$ cat src/rtl/ps2_host_tx.sv
// Host-to-device PS/2 transmitter: inhibits the bus, issues a request-to-send,
// shifts one command byte out on device-generated clocks and checks the ACK.
module ps2_host_tx #(
    parameter int INHIBIT_CYCLES = 5000,
    parameter int REQ_CYCLES     = 100,
    parameter int TIMEOUT_CYCLES = 1000000
) (
    input  logic       clk,
    input  logic       rst,
    input  logic       tx_start,
    input  logic [7:0] tx_data,
    input  logic       ps2_clk,
    input  logic       ps2_data,
    output logic       ps2_clk_oe,
    output logic       ps2_data_oe,
    output logic       busy,
    output logic       done,
    output logic       error
);

    localparam int DLY_MAX = (INHIBIT_CYCLES > REQ_CYCLES) ? INHIBIT_CYCLES : REQ_CYCLES;
    localparam int DW      = $clog2(DLY_MAX + 1);
    localparam int TW      = $clog2(TIMEOUT_CYCLES + 1);

    localparam logic [DW-1:0] INH_LAST = DW'(INHIBIT_CYCLES - 1);
    localparam logic [DW-1:0] REQ_LAST = DW'(REQ_CYCLES - 1);
    localparam logic [TW-1:0] TO_LAST  = TW'(TIMEOUT_CYCLES - 1);
    localparam logic [TW-1:0] TO_MAX   = TW'(TIMEOUT_CYCLES);

    typedef enum logic [2:0] {
        IDLE,
        INHIBIT,
        REQ,
        DATA,
        ACK,
        WAIT_IDLE
    } state_t;

    // Index 0 = clock line, index 1 = data line.
    logic [1:0] pin_raw;
    logic [1:0] line_s;

    assign pin_raw = {ps2_data, ps2_clk};

    generate
        for (genvar gi = 0; gi < 2; gi++) begin : g_sync
            logic [2:0] sync_reg;
            always_ff @(posedge clk or posedge rst) begin
                if (rst) begin
                    sync_reg <= 3'b111;
                end else begin
                    sync_reg <= {sync_reg[1:0], pin_raw[gi]};
                end
            end
            assign line_s[gi] = sync_reg[2];
        end
    endgenerate

    logic clk_s;
    logic data_s;
    logic clk_prev_reg;
    logic fall;

    assign clk_s  = line_s[0];
    assign data_s = line_s[1];
    assign fall   = clk_prev_reg & ~clk_s;

    state_t        state_reg,   state_next;
    logic [DW-1:0] dly_cnt_reg, dly_cnt_next;
    logic [TW-1:0] to_cnt_reg,  to_cnt_next;
    logic [3:0]    bit_cnt_reg, bit_cnt_next;
    logic [7:0]    shift_reg,   shift_next;
    logic          parity_reg,  parity_next;
    logic          ack_ok_reg,  ack_ok_next;
    logic          clk_oe_reg,  clk_oe_next;
    logic          data_oe_reg, data_oe_next;
    logic          busy_reg,    busy_next;
    logic          done_reg,    done_next;
    logic          error_reg,   error_next;

    always_ff @(posedge clk or posedge rst) begin
        if (rst) begin
            state_reg    <= IDLE;
            dly_cnt_reg  <= '0;
            to_cnt_reg   <= '0;
            bit_cnt_reg  <= '0;
            shift_reg    <= '0;
            parity_reg   <= 1'b0;
            ack_ok_reg   <= 1'b0;
            clk_oe_reg   <= 1'b0;
            data_oe_reg  <= 1'b0;
            busy_reg     <= 1'b0;
            done_reg     <= 1'b0;
            error_reg    <= 1'b0;
            clk_prev_reg <= 1'b1;
        end else begin
            state_reg    <= state_next;
            dly_cnt_reg  <= dly_cnt_next;
            to_cnt_reg   <= to_cnt_next;
            bit_cnt_reg  <= bit_cnt_next;
            shift_reg    <= shift_next;
            parity_reg   <= parity_next;
            ack_ok_reg   <= ack_ok_next;
            clk_oe_reg   <= clk_oe_next;
            data_oe_reg  <= data_oe_next;
            busy_reg     <= busy_next;
            done_reg     <= done_next;
            error_reg    <= error_next;
            clk_prev_reg <= clk_s;
        end
    end

    always_comb begin
        state_next   = state_reg;
        dly_cnt_next = dly_cnt_reg;
        to_cnt_next  = to_cnt_reg;
        bit_cnt_next = bit_cnt_reg;
        shift_next   = shift_reg;
        parity_next  = parity_reg;
        ack_ok_next  = ack_ok_reg;
        clk_oe_next  = clk_oe_reg;
        data_oe_next = data_oe_reg;
        done_next    = 1'b0;
        error_next   = 1'b0;

        case (state_reg)
            IDLE: begin
                clk_oe_next  = 1'b0;
                data_oe_next = 1'b0;
                if (tx_start) begin
                    shift_next   = tx_data;
                    parity_next  = ~^tx_data;
                    dly_cnt_next = '0;
                    clk_oe_next  = 1'b1;
                    state_next   = INHIBIT;
                end
            end

            INHIBIT: begin
                if (dly_cnt_reg == INH_LAST) begin
                    dly_cnt_next = '0;
                    data_oe_next = 1'b1;
                    state_next   = REQ;
                end else begin
                    dly_cnt_next = dly_cnt_reg + DW'(1);
                end
            end

            REQ: begin
                // The start bit (data low) stays driven into DATA until the first fall.
                if (dly_cnt_reg == REQ_LAST) begin
                    dly_cnt_next = '0;
                    clk_oe_next  = 1'b0;
                    bit_cnt_next = '0;
                    to_cnt_next  = '0;
                    state_next   = DATA;
                end else begin
                    dly_cnt_next = dly_cnt_reg + DW'(1);
                end
            end

            default: begin
                if (to_cnt_reg != TO_MAX) begin
                    to_cnt_next = to_cnt_reg + TW'(1);
                end
                // A timeout wins over any edge seen in the same cycle.
                if (to_cnt_reg >= TO_LAST) begin
                    clk_oe_next  = 1'b0;
                    data_oe_next = 1'b0;
                    error_next   = 1'b1;
                    state_next   = IDLE;
                end else begin
                    case (state_reg)
                        DATA: begin
                            if (fall) begin
                                bit_cnt_next = bit_cnt_reg + 4'd1;
                                if (bit_cnt_reg < 4'd8) begin
                                    data_oe_next = ~shift_reg[bit_cnt_reg[2:0]];
                                end else if (bit_cnt_reg == 4'd8) begin
                                    data_oe_next = ~parity_reg;
                                end else begin
                                    data_oe_next = 1'b0;
                                    state_next   = ACK;
                                end
                            end
                        end
                        ACK: begin
                            if (fall) begin
                                ack_ok_next = ~data_s;
                                state_next  = WAIT_IDLE;
                            end
                        end
                        WAIT_IDLE: begin
                            if (clk_s && data_s) begin
                                done_next  = ack_ok_reg;
                                error_next = ~ack_ok_reg;
                                state_next = IDLE;
                            end
                        end
                        default: begin
                            clk_oe_next  = 1'b0;
                            data_oe_next = 1'b0;
                            state_next   = IDLE;
                        end
                    endcase
                end
            end
        endcase

        busy_next = (state_next != IDLE);
    end

    assign ps2_clk_oe  = clk_oe_reg;
    assign ps2_data_oe = data_oe_reg;
    assign busy        = busy_reg;
    assign done        = done_reg;
    assign error       = error_reg;

endmodule
$ cat config.mk
export PLATFORM = sky130hd
export DESIGN_NAME = ps2_host_tx
export DESIGN_NICKNAME = d
export VERILOG_FILES = /design/src/rtl/ps2_host_tx.sv
export SDC_FILE = /design/constraint.sdc
export NUM_CORES = 1
export LEC_CHECK = 0
export ABC_AREA = 1
export CORE_ASPECT_RATIO = 0.8
export CORE_UTILIZATION = 65
export DETAILED_ROUTE_END_ITERATION = 10
export GPL_TIMING_DRIVEN = 0
export PLACE_DENSITY = 0.85
export SYNTH_ARGS = -nofsm -noshare
export SYNTH_HDL_FRONTEND = slang
export SYNTH_SLANG_ARGS = --single-unit
$ cat constraint.sdc
create_clock -name clk -period 3.9 [get_ports clk]
set_input_delay 0.585 -clock clk [delete_from_list [all_inputs] [get_ports clk]]
set_output_delay 0.585 -clock clk [all_outputs]
set_load 0.005 [all_outputs]
==> results.ini, run 1 <==
[outcome]
status=completed

[clock_tree]
cts_setup_buffers=0
cts.sinks=62
cts_max_level=3
post_cts_resized=0
cts_root_buf=clkbuf_8
cts_tree=done
insertion_delay_ns=0.35
cts_buffer_depth=2
hold_buffers=0
cts_made_buffers=9
clk_pin_slew_worst_paths_ns=0.07

[grt]
grt_pass1_vias=2981
overflow=0
grt_max_degree=46
antenna_found_initial=0
grt_usage_pct=30.8
grt_pass1_wl_um=13600

[synthesis]
yosysMostFrequentCell=nand2_1
synth_area_um2=3630
postSynth.asyncResetShare_pct=100
synth_area_leaders=dfrtp_1 38%, nand2_1 11%, inv_1 5.8%, nand3_1 5.4%, dfstp_2 5.1%
avgSynthCellArea_um2=7.83
ys_top_cells_by_count=105 x nand2_1, 56 x inv_1, 55 x dfrtp_1
syn_nets=481
synth_top_area_share_pct=37.9
yosysTopAreaCell=dfrtp_1
ys_ff_latch=62
ys_warn_count=0
seq_area_frac_synth_pct=43.0
yosysUniqueCellTypes=41
syn_inst=463
synth_edf_count=0
synthFlopType=dfrtp_1

[routing]
wl_per_cell_um=14.9
routed_wl_um=8330
drtPass1Iterations=5
vias=3215
antenna_left=0
drcViolationCount=0
routed_via_density=5.75
drtIter0Drc=327

[power_and_ir_drop]
p_leak_uw=0.00196
vdd_drop_max_mv=0.354
p_seq_share_pct=48.6
p_per_area_nw_per_um2=325
netSwitchingPower_uw=276
intPower_uw=1060
swShare_pct=20.6
power_frac_comb_pct=3.4
pwr-share-clk_pct=48.0
post-layout-total-power_uw=1340

[timing]
rsz0062_at_grt=false
fin_skew_ns=0.0131
tightest_slew_ns=0.654
max_clock_freq_mhz=524
period_share_pct=49.0
final_max_slew_viol_count=0
fin_tns_setup_ns=0
layout_min_cycle_time_ns=1.91
slew-limit-headroom_pct=56.4
setup_viol=0
hold_viol_final=0

[floorplan]
die_y_um=68.8
dieArea_um2=5890
core_area_um2=5180
die-width_um=85.5
start_util_pct=70.0
ios=18
rows=23

[place]
dp_hpwl_um=6050
place.port_buffers=17
gp_congestion=0.957

[setup_path]
cp_max_fo=10
crit_type=in2reg
cp_data_arrival_time_ns=2.17
max_stage_delay_ns=0.47
critPathLaunchType=input pin
slowest_stage=clkdlybuf4s50_1
end_kind=register
crit_chain=clkdlybuf4s50_1 -> nand3_1 -> inv_1 -> clkbuf_1 -> nand2_1 -> o21ai_0
cp_data_required_time_ns=4.16

[job]
drv_cap=0

[finish]
layout-area-overhead-vs-synth_pct=13.6
fillers=364
fin_nets=510
antenna_cells=0
largest_register_ffs=20
layout-drive-gt1-share_pct=11.5

[hold_path]
hold_class=reg2reg

==> per-layer routing <==
| metal | GRT usage [%] | vias to the layer above | routed length [um] |
|---|---|---|---|
| met5 | 0 | - | 0 |
| met4 | 11.3 | 0 | 150 |
| met3 | 7.02 | 21 | 448 |
| met2 | 51.2 | 96 | 3990 |
| met1 | 40.2 | 1524 | 3740 |
| li1 | - | 1574 | - |
==> placed cells by master, fill, tap and decap left out, types with 11 or more instances in the layout <==
cell type | synthesis | routed
nand2_1 | 105 | 105
nand3_1 | 39 | 39
inv_1 | 56 | 55
clkbuf_8 | 0 | 11
nor2_1 | 49 | 49
a21oi_1 | 11 | 11
dfrtp_1 | 55 | 55
xor2_1 | 17 | 17
clkdlybuf4s50_1 | 0 | 17
o21ai_0 | 22 | 22
nor3_1 | 16 | 16
==> through the flow <==
step                      cell area (um^2)  setup WS [ns]  hold slack (ns)  std cells  utilization (%)
after global routing                  4120           1.82            0.357        559             79.5
final                                 4120           1.99            0.348        559             79.5
after detailed placement              3890           1.69            0.347        543             75.2
after CTS                             4120           2.02            0.351        559             79.5
after global placement                3870          0.754            0.346        542             74.8
after floorplan                       3630           1.79            0.345        463                -
==> area by class of cell <==
class	count	area [um^2]	area share (%)
Multi-Input combinational cell	329	1770	42.9
Sequential cell	62	1560	37.9
Inverter	62	235	5.71
Timing Repair Buffer	18	190	4.62
Clock buffer	12	155	3.77
Tap cell	62	77.6	1.88
Clock inverter	4	70.1	1.70
Buffer	10	62.6	1.52
==> power groups by stage <==
stage	registers [uW]	logic (uW)	clock network (uW)
final	651	45.9	642
after global routing	651	50.5	667
after CTS	651	46.5	645
after detailed placement	663	46.1	0
after global placement	663	41.9	0
after floorplan	662	22.4	0
==> kinds of logic (layout without fill, tap and decap cells) <==
group	after synthesis	in the layout	synth area share, %
flops	62	62	43.0
compound gates	66	66	11.9
xor+xnor	26	26	6.28
fa+ha+maj	5	5	1.72
simple gates	232	232	28.9
buf+inv	72	106	8.21
==> path summary, 6_finish.rpt <==
| path | startpoint | endpoint | slack [ns] | cells past startpoint |
|---|---|---|---|---|
| max in group asynchronous | rst | g_sync[1].sync_reg[0]$_DFF_PP1_ | 2.72 | 3 |
| min in group asynchronous | rst | shift_reg[5]$_DFFE_PP0P_ | 0.55 | 2 |
| max | tx_start | shift_reg[1]$_DFFE_PP0P_ | 1.99 | 6 |
| max reg2reg | to_cnt_reg[0]$_DFFE_PP0P_ | bit_cnt_reg[2]$_DFFE_PP0P_ | 2.02 | 10 |
| min | g_sync[0].sync_reg[1]$_DFF_PP1_ | g_sync[0].sync_reg[2]$_DFF_PP1_ | 0.35 | 0 |
| min reg2reg | g_sync[0].sync_reg[1]$_DFF_PP1_ | g_sync[0].sync_reg[2]$_DFF_PP1_ | 0.35 | 0 |
==> worst max-delay path, delay by kind of cell <==
kind	cells	cell delay, ns
AND/OR/NAND/NOR	2	0.44
AO/OA/AOI/OAI	1	0.10
buffers and inverters	3	1.04
(Power assumes the default switching activity.)
==> run 2: changes to the inputs <==
Settings changed: CORE_UTILIZATION 65 to 60, PLACE_DENSITY 0.85 to 0.8.
Clock period 3.9 ns to 1.9 ns, I/O delays scaled along.
==> run 2 against run 1 <==
  * Register-to-register slack lost 1.9 ns
  * Power grew 84%
  * Clock-buffer cell count is the same
  * Via count shrank 0.90%
  * Sequential cell count is the same
==> results.ini, run 2 (synthesis results as in run 1) <==
[outcome]
status=completed

[grt]
grt_usage_pct=27.9
grt_max_degree=45
overflow=0
grt_pass1_wl_um=13200
antenna_found_initial=0
grt_pass1_vias=2839

[routing]
wl_per_cell_um=13.8
antenna_left=0
vias=3186
drtIter0Drc=192
routed_wl_um=8000
routed_via_density=5.51
drtPass1Iterations=4
drcViolationCount=0

[timing]
tightest_slew_ns=0.650
fin_ws_ns=0.0956
period_share_pct=95.0
final_max_slew_viol_count=0
setup_viol=0
max_clock_freq_mhz=554
layout_min_cycle_time_ns=1.80
hold_viol_final=0
fin_skew_ns=0.00863
slew-limit-headroom_pct=56.7

[finish]
fin_nets=513
layout-drive-gt1-share_pct=13.2
fillers=456
largest_register_ffs=20
layout-area-overhead-vs-synth_pct=14.3
final_util_pct=73.4
final_cell_area_um2=4150
antenna_cells=0
final_common_cell=nand2_1
final_cell_mix=104 x nand2_1, 55 x inv_1, 55 x dfrtp_1, 47 x nor2_1, 38 x nand3_1

[setup_path]
critPathLaunchType=register
cp_data_arrival_time_ns=2.04
cp_data_required_time_ns=2.14
crit_type=reg2reg
end_kind=register
cp_max_fo=10

[clock_tree]
cts.sinks=62
insertion_delay_ns=0.35
cts_root_buf=clkbuf_8
clk_pin_slew_worst_paths_ns=0.07
cts_made_buffers=9
cts_tree=done
cts_buffer_depth=2
cts_max_level=3

[power_and_ir_drop]
p_per_area_nw_per_um2=596
vdd_drop_max_mv=0.625
p_leak_uw=0.00196

[place]
gp_congestion=0.943
pre_cts_ws_ns=-0.00759
dpl_cell_area_um2=3920
place.port_buffers=17
dp_hpwl_um=5900

[floorplan]
die-width_um=88.9
core_area_um2=5650
die_y_um=71.5
ios=18
rows=24
dieArea_um2=6360
start_util_pct=64.3

[job]
drv_cap=0

[hold_path]
hold_class=in2async

## run 2: cell count changes in the layout (fill, tap and decap cells not counted), sizes merged
| cell | previous run | this run |
|---|---|---|
| buf | 9 | 13 |
| clkinvlp | 0 | 1 |
| clkbuf | 14 | 13 |
| bufinv | 2 | 0 |
| clkinv | 2 | 3 |
## run 2: cell type report
class	instances	area [um^2]	area share, %
flip-flops and latches	62	1560	37.6
plain buffers	9	58.8	1.42
well taps	78	97.6	2.35
inverters	62	235	5.67
clock buffers	12	155	3.74
multi-input cells	329	1780	43.0
repair buffers	22	233	5.61
clock inverters	4	22.5	0.543
## run 2: stage by stage
step                      setup TNS (ns)  total power, uW  instances  hold slack [ns]
after floorplan                        0             1410        463            0.289
after global placement            -55.98             1450        558            0.346
after detailed placement        -0.00878             1450        559            0.347
after CTS                              0             2490        575            0.245
after global routing             -0.0331             2560        578            0.280
final                                  0             2470        578            0.238
## run 2: worst paths after layout
kind,from,endpoint,slack [ns],cells past startpoint
max in group asynchronous,rst,g_sync[0].sync_reg[2]$_DFF_PP1_,1.02,3
min reg2reg,g_sync[0].sync_reg[1]$_DFF_PP1_,g_sync[0].sync_reg[2]$_DFF_PP1_,0.36,0
min,rst,shift_reg[1]$_DFFE_PP0P_,0.24,2
max,state_reg[0]$_DFF_PP0_,to_cnt_reg[9]$_DFFE_PP0P_,0.1,10
max reg2reg,state_reg[0]$_DFF_PP0_,to_cnt_reg[9]$_DFFE_PP0P_,0.1,10
min in group clk,ps2_clk,g_sync[0].sync_reg[0]$_DFF_PP1_,0.34,1
## run 2: power by group
part | total (uW) | leakage, uW | switching [uW] | internal, uW
Sequential | 1340 | 0.000749 | 3.17 | 1330
Combinational | 91.8 | 0.00111 | 49.0 | 42.8
Clock | 1040 | 0.0000921 | 505 | 537
Total | 2470 | 0.00196 | 558 | 1910
## run 2: repair_timing
item / CTS / global route
buffers inserted: 0 / 4
setup endpoints to repair: 0 / 33
hold buffers: 0 / 0
gates resized for setup: 0 / 6
## run 2: layer usage
| layer | vias to the layer above | part of all wire, % | track usage [%] |
|---|---|---|---|
| li1 | 1576 | - | - |
| met4 | 0 | 1.2 | 9.70 |
| met2 | 98 | 46 | 42.0 |
| met5 | - | 0 | 0 |
| met3 | 12 | 6.1 | 6.68 |
| met1 | 1500 | 47 | 39.7 |
## run 2: critical path, cell delays in order (launching register included)
cell	delay [ns]
dfrtp_1	0.49
inv_2	0.05
nor3_2	0.37
inv_2	0.14
nand2_2	0.10
inv_2	0.05
nand3_4	0.13
inv_4	0.07
buf_6	0.15
nand2_1	0.08
o21ai_2	0.05
